===== config.mk =====
export PLATFORM = sky130hd
export DESIGN_NAME = param_mux_scanner
export DESIGN_NICKNAME = d
export VERILOG_FILES = /design/src/rtl/param_mux_scanner.sv
export SDC_FILE = /design/constraint.sdc
export NUM_CORES = 1
export LEC_CHECK = 0
export BUFFER_PORTS_ARGS = -buffer_cell sky130_fd_sc_hd__buf_2
export CORE_MARGIN = 2
export CORE_UTILIZATION = 48
export DETAILED_ROUTE_END_ITERATION = 16
export GPL_TIMING_DRIVEN = 1
export HOLD_SLACK_MARGIN = 0.1
export PLACE_DENSITY = 0.8
export SLEW_MARGIN = 20
export SYNTH_ARGS = -nofsm -noshare
export SYNTH_HDL_FRONTEND = slang
export SYNTH_SLANG_ARGS = --single-unit

===== constraint.sdc =====
create_clock -name clock_i -period 3.8 [get_ports clock_i]
set_input_delay 0.76 -clock clock_i [delete_from_list [all_inputs] [get_ports clock_i]]
set_output_delay 0.76 -clock clock_i [all_outputs]
set_load 0.05 [all_outputs]

===== src/rtl/param_mux_scanner.sv =====
// Registered NCH-to-1 channel mux with manual select and round-robin auto-scan.
// Define MUX_MASK_EN to add the ch_mask_i port that restricts which channels the scan visits.
module param_mux_scanner #(
    parameter int NCH     = 7,
    parameter int W       = 1,
    parameter int SEL_W   = 3,
    parameter int DWELL_W = 8
) (
    input  logic               clock_i,
    input  logic               resetn_i,
    input  logic [NCH*W-1:0]   data_in_i,
    input  logic [SEL_W-1:0]   sel_i,
    input  logic               mode_i,
    input  logic [DWELL_W-1:0] dwell_i,
    input  logic               hold_i,
`ifdef MUX_MASK_EN
    input  logic [NCH-1:0]     ch_mask_i,
`endif
    output logic [W-1:0]       out_o,
    output logic [SEL_W-1:0]   cur_ch_o,
    output logic               sel_err_o,
    output logic               switch_pulse_o
);

    typedef enum logic {MANUAL = 1'b0, SCAN = 1'b1} state_e;

    localparam logic [SEL_W:0] NCH_L = (SEL_W+1)'(NCH);

    state_e                   state_q;
    logic [SEL_W-1:0]         cur_ch_q, next_ch_d, adv_ch;
    logic [DWELL_W-1:0]       dwell_cnt_q, dwell_cnt_d, dwell_last;
    logic [W-1:0]             out_q;
    logic                     sel_err_q, sel_err_d, switch_pulse_q;
    logic                     adv_found;
    logic [NCH-1:0]           scan_mask;
    logic [NCH-1:0][W-1:0]    ch_data;

    assign ch_data = data_in_i;

`ifdef MUX_MASK_EN
    assign scan_mask = ch_mask_i;
`else
    assign scan_mask = '1;
`endif

    // dwell of 0 behaves as 1, so the last count index is dwell-1 clamped at 0
    assign dwell_last = (dwell_i == '0) ? '0 : dwell_i - 1'b1;

    // First enabled channel above cur_ch, searching upward with wrap (cur_ch itself excluded)
    always_comb begin : adv_search
        logic [SEL_W:0] c;
        c         = '0;
        adv_found = 1'b0;
        adv_ch    = cur_ch_q;
        for (int i = 1; i < NCH; i++) begin
            c = {1'b0, cur_ch_q} + (SEL_W+1)'(i);
            if (c >= NCH_L) c = c - NCH_L;
            if (!adv_found && scan_mask[c[SEL_W-1:0]]) begin
                adv_found = 1'b1;
                adv_ch    = c[SEL_W-1:0];
            end
        end
    end

    always_comb begin
        next_ch_d   = cur_ch_q;
        dwell_cnt_d = dwell_cnt_q;
        sel_err_d   = 1'b0;
        if (!mode_i) begin
            dwell_cnt_d = '0;
            if ({1'b0, sel_i} < NCH_L) begin
                next_ch_d = sel_i;
            end else begin
                next_ch_d = '0;
                sel_err_d = 1'b1;
            end
        end else if (state_q == MANUAL) begin
            // scan entry: stay on the current channel, restart the dwell count
            dwell_cnt_d = '0;
        end else if (!hold_i) begin
            if (dwell_cnt_q >= dwell_last) begin
                if (adv_found) begin
                    next_ch_d   = adv_ch;
                    dwell_cnt_d = '0;
                end else if (scan_mask[cur_ch_q]) begin
                    dwell_cnt_d = '0;
                end
            end else begin
                dwell_cnt_d = dwell_cnt_q + 1'b1;
            end
        end
    end

    always_ff @(posedge clock_i) begin
        if (!resetn_i) begin
            state_q        <= MANUAL;
            cur_ch_q       <= '0;
            dwell_cnt_q    <= '0;
            out_q          <= '0;
            sel_err_q      <= 1'b0;
            switch_pulse_q <= 1'b0;
        end else begin
            state_q        <= mode_i ? SCAN : MANUAL;
            cur_ch_q       <= next_ch_d;
            dwell_cnt_q    <= dwell_cnt_d;
            out_q          <= ch_data[next_ch_d];
            sel_err_q      <= sel_err_d;
            switch_pulse_q <= (next_ch_d != cur_ch_q);
        end
    end

    assign out_o          = out_q;
    assign cur_ch_o       = cur_ch_q;
    assign sel_err_o      = sel_err_q;
    assign switch_pulse_o = switch_pulse_q;

endmodule


* Word-level counts from Yosys, hierarchy flattened
Memories as Yosys holds them, arrays and structs flattened. A register that Yosys moved wholly into a read port is not among the register bits. Index checks and enable logic that the tools add are counted.
Storage, ports and cells: ROM bits 56, bits of input ports 22, register bits after elaboration 15, memories 7, output and inout port bits 6
Operators by class: mux-type cells 40, bitwise gates (word level) 2, $lt $le $gt $ge 16, equal/unequal tests 2, add/sub/neg operators 14, reduce and logical (&&, ||, !) cells 14
Memory list:
- (no name shown) | words 8, bits a word 1, read ports 1, clocked after memory_dff 1, wr ports 0, line 85 | end else if (scan_mask[cur_ch_q]) begin
- (no name shown) | words 8, bits a word 1, read ports 1, clocked after memory_dff 0, wr ports 0, line 58 | if (!adv_found && scan_mask[c[SEL_W-1:0]]) begin
- (no name shown) | words 8, bits a word 1, read ports 1, clocked after memory_dff 0, wr ports 0, line 58
- (no name shown) | words 8, bits a word 1, read ports 1, clocked after memory_dff 0, wr ports 0, line 58
- (no name shown) | words 8, bits a word 1, read ports 1, clocked after memory_dff 0, wr ports 0, line 58
- (no name shown) | words 8, bits a word 1, read ports 1, clocked after memory_dff 0, wr ports 0, line 58
- +1 memories
Operator list (number):
- 2-to-1 mux 3 bit | 19
- < comparator 3 x 4 -> 1 bit (second input constant) | 8
- 2-to-1 mux 8 bit | 4
- greater-or-equal comparator 4 x 3 -> 1 bit (second input constant) | 6
- subtractor 3 bit (second input constant) | 6
- 2-to-1 mux 1 bit | 16
- adder 3 x 3 -> 4 bit (second input constant) | 3
- adder 3 x 2 -> 4 bit (second input constant) | 2
- adder 8 x 1 -> 8 bit (second input constant) | 1
- greater-or-equal comparator 8 bit | 1
- logical NOT 8 bit | 1
- subtractor 8 x 1 -> 8 bit (second input constant) | 1
- logical AND 1 bit | 5
- logical NOT 1 bit | 5
- adder 3 x 1 -> 4 bit (second input constant) | 1
- binary-select mux 1 bit (select 3 bit) | 1
- < comparator 3 bit (second input constant) | 1
- != test 3 x 2 -> 1 bit (second input constant) | 1
- != test 3 bit | 1
- AND reduction 3 bit | 1
- inverter 1 bit | 2
- AND reduction 2 bit | 1
- OR reduction 2 bit | 1

* Logic depth before layout (Yosys ltp)
depth after elaboration 28, depth in mapped cells 16, mapped depth without buffers 15

* Worst setup path before layout
No wires, ideal clock.
kind input to register, start input dwell_i[0], end register out_q, in the netlist out_o, arrival time 3602 ps, slack 81 ps, library setup time 117 ps, stages 15, path through inv_1 -> ha_1 -> nor2b_1 -> nand3b_1 -> or3_1 -> and2_1 -> ha_1 -> and3_1 -> o21ai_2 -> a21oi_2 -> o21ai_2 -> xnor2_1 -> a21oi_2 -> mux4_2 -> a22o_1
Between the ends: longest elaborated chain between the ends 9, elaborated cells between the ends (all ways) 10, classes of those cells add/sub: 1; order compare: 1; mux: 7; reduce/logical: 1
Ends and longest elaborated chain:
- start, declared | line 14 | input logic [DWELL_W-1:0] dwell_i,
- subtractor 8 x 1 -> 8 bit / logical NOT 8 bit (equally long branches) | line 47 | assign dwell_last = (dwell_i == '0) ? '0 : dwell_i - 1'b1;
- 2-to-1 mux 8 bit * | line 47
- greater-or-equal comparator 8 bit * | line 81 | if (dwell_cnt_q >= dwell_last) begin
- 2-to-1 mux 3 bit * | line 81
- 2-to-1 mux 3 bit * | line 80 | end else if (!hold_i) begin
- 2-to-1 mux 3 bit * | line 77 | end else if (state_q == MANUAL) begin
- 2-to-1 mux 3 bit * | line 69 | if (!mode_i) begin
- binary-select mux 1 bit (select 3 bit) * | line 106 | out_q <= ch_data[next_ch_d];
- 2-to-1 mux 1 bit (implied by the code) * | line 106
- end signal, assigned | line 106
- end, declared | line 32 | logic [W-1:0] out_q;
Mark *: on every way between the ends. The rest lies on a longest branch, timed or not. The select of a mux whose other input is x is not followed. A chain may end at the register's enable or synchronous reset.

* Worst setup path in the final report
Ends and elaborated chain as after synthesis.

==> qor.yml <==
outcome: "completed"
hpwl_um: 2160
fin_setup_tns_ps: 0
clk_pin_slew_ps: 100
yosys.cell_count.top_type: "nor2_1"
antenna_cells: 0
arrival_ps: 3710
avgSynthCellArea_um2: 8.61
path_max_fanout: 6
netlist_instances: 140
yosysUniqueCellTypes: 42
skew_ps: 12.0
ctsLongestPathBuffers: 2
crit_chain: "buf_2, inv_1, ha_1, nor2b_2, nand3b_1, or3_4, o21ai_0, ha_1, and3_1, o21ai_2, a21oi_2, o21ai_2, xnor2_1, a21oi_2, mux4_2, a22o_1"
timing.final.crit_share_pct: 92.7
drv_cap: 0
dr.pass1.iters: 4
min_period_ps: 3520
grt_start_max_net_pins: 9
slowest_stage: "mux4_2"
final_nets: 209
route.met3.wl_um: 101
syn_nets: 174
htreeDepth: 1
yosysTopAreaCell: "dfxtp_1"
ys_warn_count: 0
vias: 1085
io_pins: 28
async_flop_share_pct: 0
final_max_slew_viol_count: 0
drt_iter0_markers: 17
synth_flop_cell: "dfxtp_1"
wl_per_cell_um: 12.6
worstMarginPinSlew_ps: 582
finalWirelength_um: 2570
synth.area.top_cells: "dfxtp_1, ha_1, xor2_1"
syn2layout_area_growth_pct: 18.7
grt.overflow.total: 0
path_buf_inv: 2
hold_violations: 0
drive_gt1_share_pct: 28.2
cts_tree: "built"
gp_congestion: 0.761
cts_setup_buffers: 0
core_area_mm2: 0.00243
min_from: "dwell_cnt_q[7]"
end_kind: "register"
rsz0062_at_grt: "false"
dieArea_mm2: 0.00293
dr_wl_met2_um: 1360
wl_met1_um: 1080
worst_path_dominant_cell_family: "compound AO/OA/AOI/OAI gates"
final_util_pct: 58.8
timing.rr.start: "dwell_cnt_q[0]"
ys_ff_latch: 15
setup_viol: 0
die_height_um: 54.1
die_w_um: 54.1
slew_headroom_pct: 61.0
cts_root_buf: "clkbuf_4"
fp-row-count: 18
clock_latency_ps: 280
critPathKind: "in2reg"
synth_common_cells: "nor2_1, nand2_1, dfxtp_1"
netlist_area_mm2: 0.00120
initial_core_util_pct: 49.5
cp.required_ps: 3980
worstSetupStartpoint: "dwell_i[0]"
synth_edf_count: 0
grt_use_total_pct: 18.5
vdd_drop_max_mv: 0.180
leakage_nw: 0.668
cts.sinks: 15
avgViaCountPerCell: 5.32
cts_inserted_buffers: 3
antenna_left: 0
maxUsedRoutingLayer: "met4"
grt_pass1_vias: 1020
ys_seq_area_share_pct: 24.9
antenna_found_initial: 0
grt_pass1_wl_um: 4040
timing.fmax_mhz: 284
hold_class: "reg2reg"
p_per_area_mw_per_mm2: 251
max_stage_delay_ps: 500
drcViolationCount: 0
startpoint_type: "primary input"
place.port_buffers: 27
synth_top_cell_area_share_pct: 24.9
==> per-layer routing <==
| layer | up-vias | track usage (%) |
|---|---|---|
| met5 | - | 0 |
| met4 | 0 | 3.75 |
| met3 | 4 | 3.33 |
| met2 | 29 | 35.6 |
| met1 | 495 | 21.1 |
| li1 | 557 | - |
==> worst register-to-register path: cells and delay by family (launching register included) <==
kind | cells | cell delay, ps
AND/OR/NAND/NOR | 1 | 150
XOR/XNOR | 1 | 90
adder cells (fa/ha/maj) | 1 | 290
flip-flops | 1 | 460
buffers and inverters | 1 | 80
multiplexers | 1 | 500
AO/OA/AOI/OAI | 5 | 770
==> flip-flops by register name, summed over array words and instances (netlist names) <==
name            count
cur_ch_o            3
state_q             1
switch_pulse_o      1
dwell_cnt_q         8
out_o               1
sel_err_o           1
==> placed cells by master, fill, tap and decap left out, types with 3 or more instances in the layout <==
cell,synthesis,final
xor2_1,8,8
nor2_1,18,18
xnor2_1,6,6
buf_2,0,27
ha_1,12,12
nor3_1,3,3
a21oi_1,7,7
dfxtp_1,15,15
mux2i_1,5,5
inv_1,6,6
buf_4,0,4
nand2_1,17,17
and3_1,3,3
clkbuf_4,0,3
==> final timing paths <==
check | to | slack [ps] | depth (start not counted)
worst max-delay path | out_o | 280 | 16
worst min-delay path | dwell_cnt_q[7] | 550 | 2
worst max register to register | out_o | 1380 | 10
worst min register to register | dwell_cnt_q[7] | 550 | 2
==> area by class of cell <==
type	instances	area, µm²
clock buffer	4	26.3
fill	217	1000
inverter	6	22.5
multi-input combinational	118	878
sequential	15	300
tap	30	37.5
timing repair buffer	31	165
==> power by group <==
part / internal (mW) / switching (mW) / leakage (nW)
Combinational: 0.0432 / 0.0581 / 0.530
Sequential: 0.163 / 0.00462 / 0.122
Clock: 0.0406 / 0.0504 / 0.0150
==> repair_timing <==
item | CTS | global route
hold buffers | 0 | 0
setup endpoints to repair | 0 | 2
gates resized for setup | 0 | 2
==> stage by stage <==
| stage | instance area [µm²] | total power [mW] | hold WS [ps] | std cells | worst slack [ps] |
|---|---|---|---|---|---|
| after floorplan | 1200 | 0.238 | 485 | 140 | 81.5 |
| after global placement | 1400 | 0.267 | 508 | 200 | -20.3 |
| after detailed placement | 1400 | 0.271 | 527 | 200 | -129 |
| after CTS | 1420 | 0.363 | 551 | 204 | 183 |
| after global routing | 1430 | 0.378 | 602 | 204 | 54.0 |
| final | 1430 | 0.359 | 547 | 204 | 277 |
==> cell families (layout without fill, tap and decap cells) <==
family	Yosys count	count (layout)	synth area share, %
buf+inv	7	41	2.80
mux	6	6	6.02
compound gates	22	22	15.6
xor+xnor	14	14	10.2
fa+ha+maj	12	12	12.5
simple gates	64	64	28.0
flops	15	15	24.9
Power figures use the tool's default switching activity.
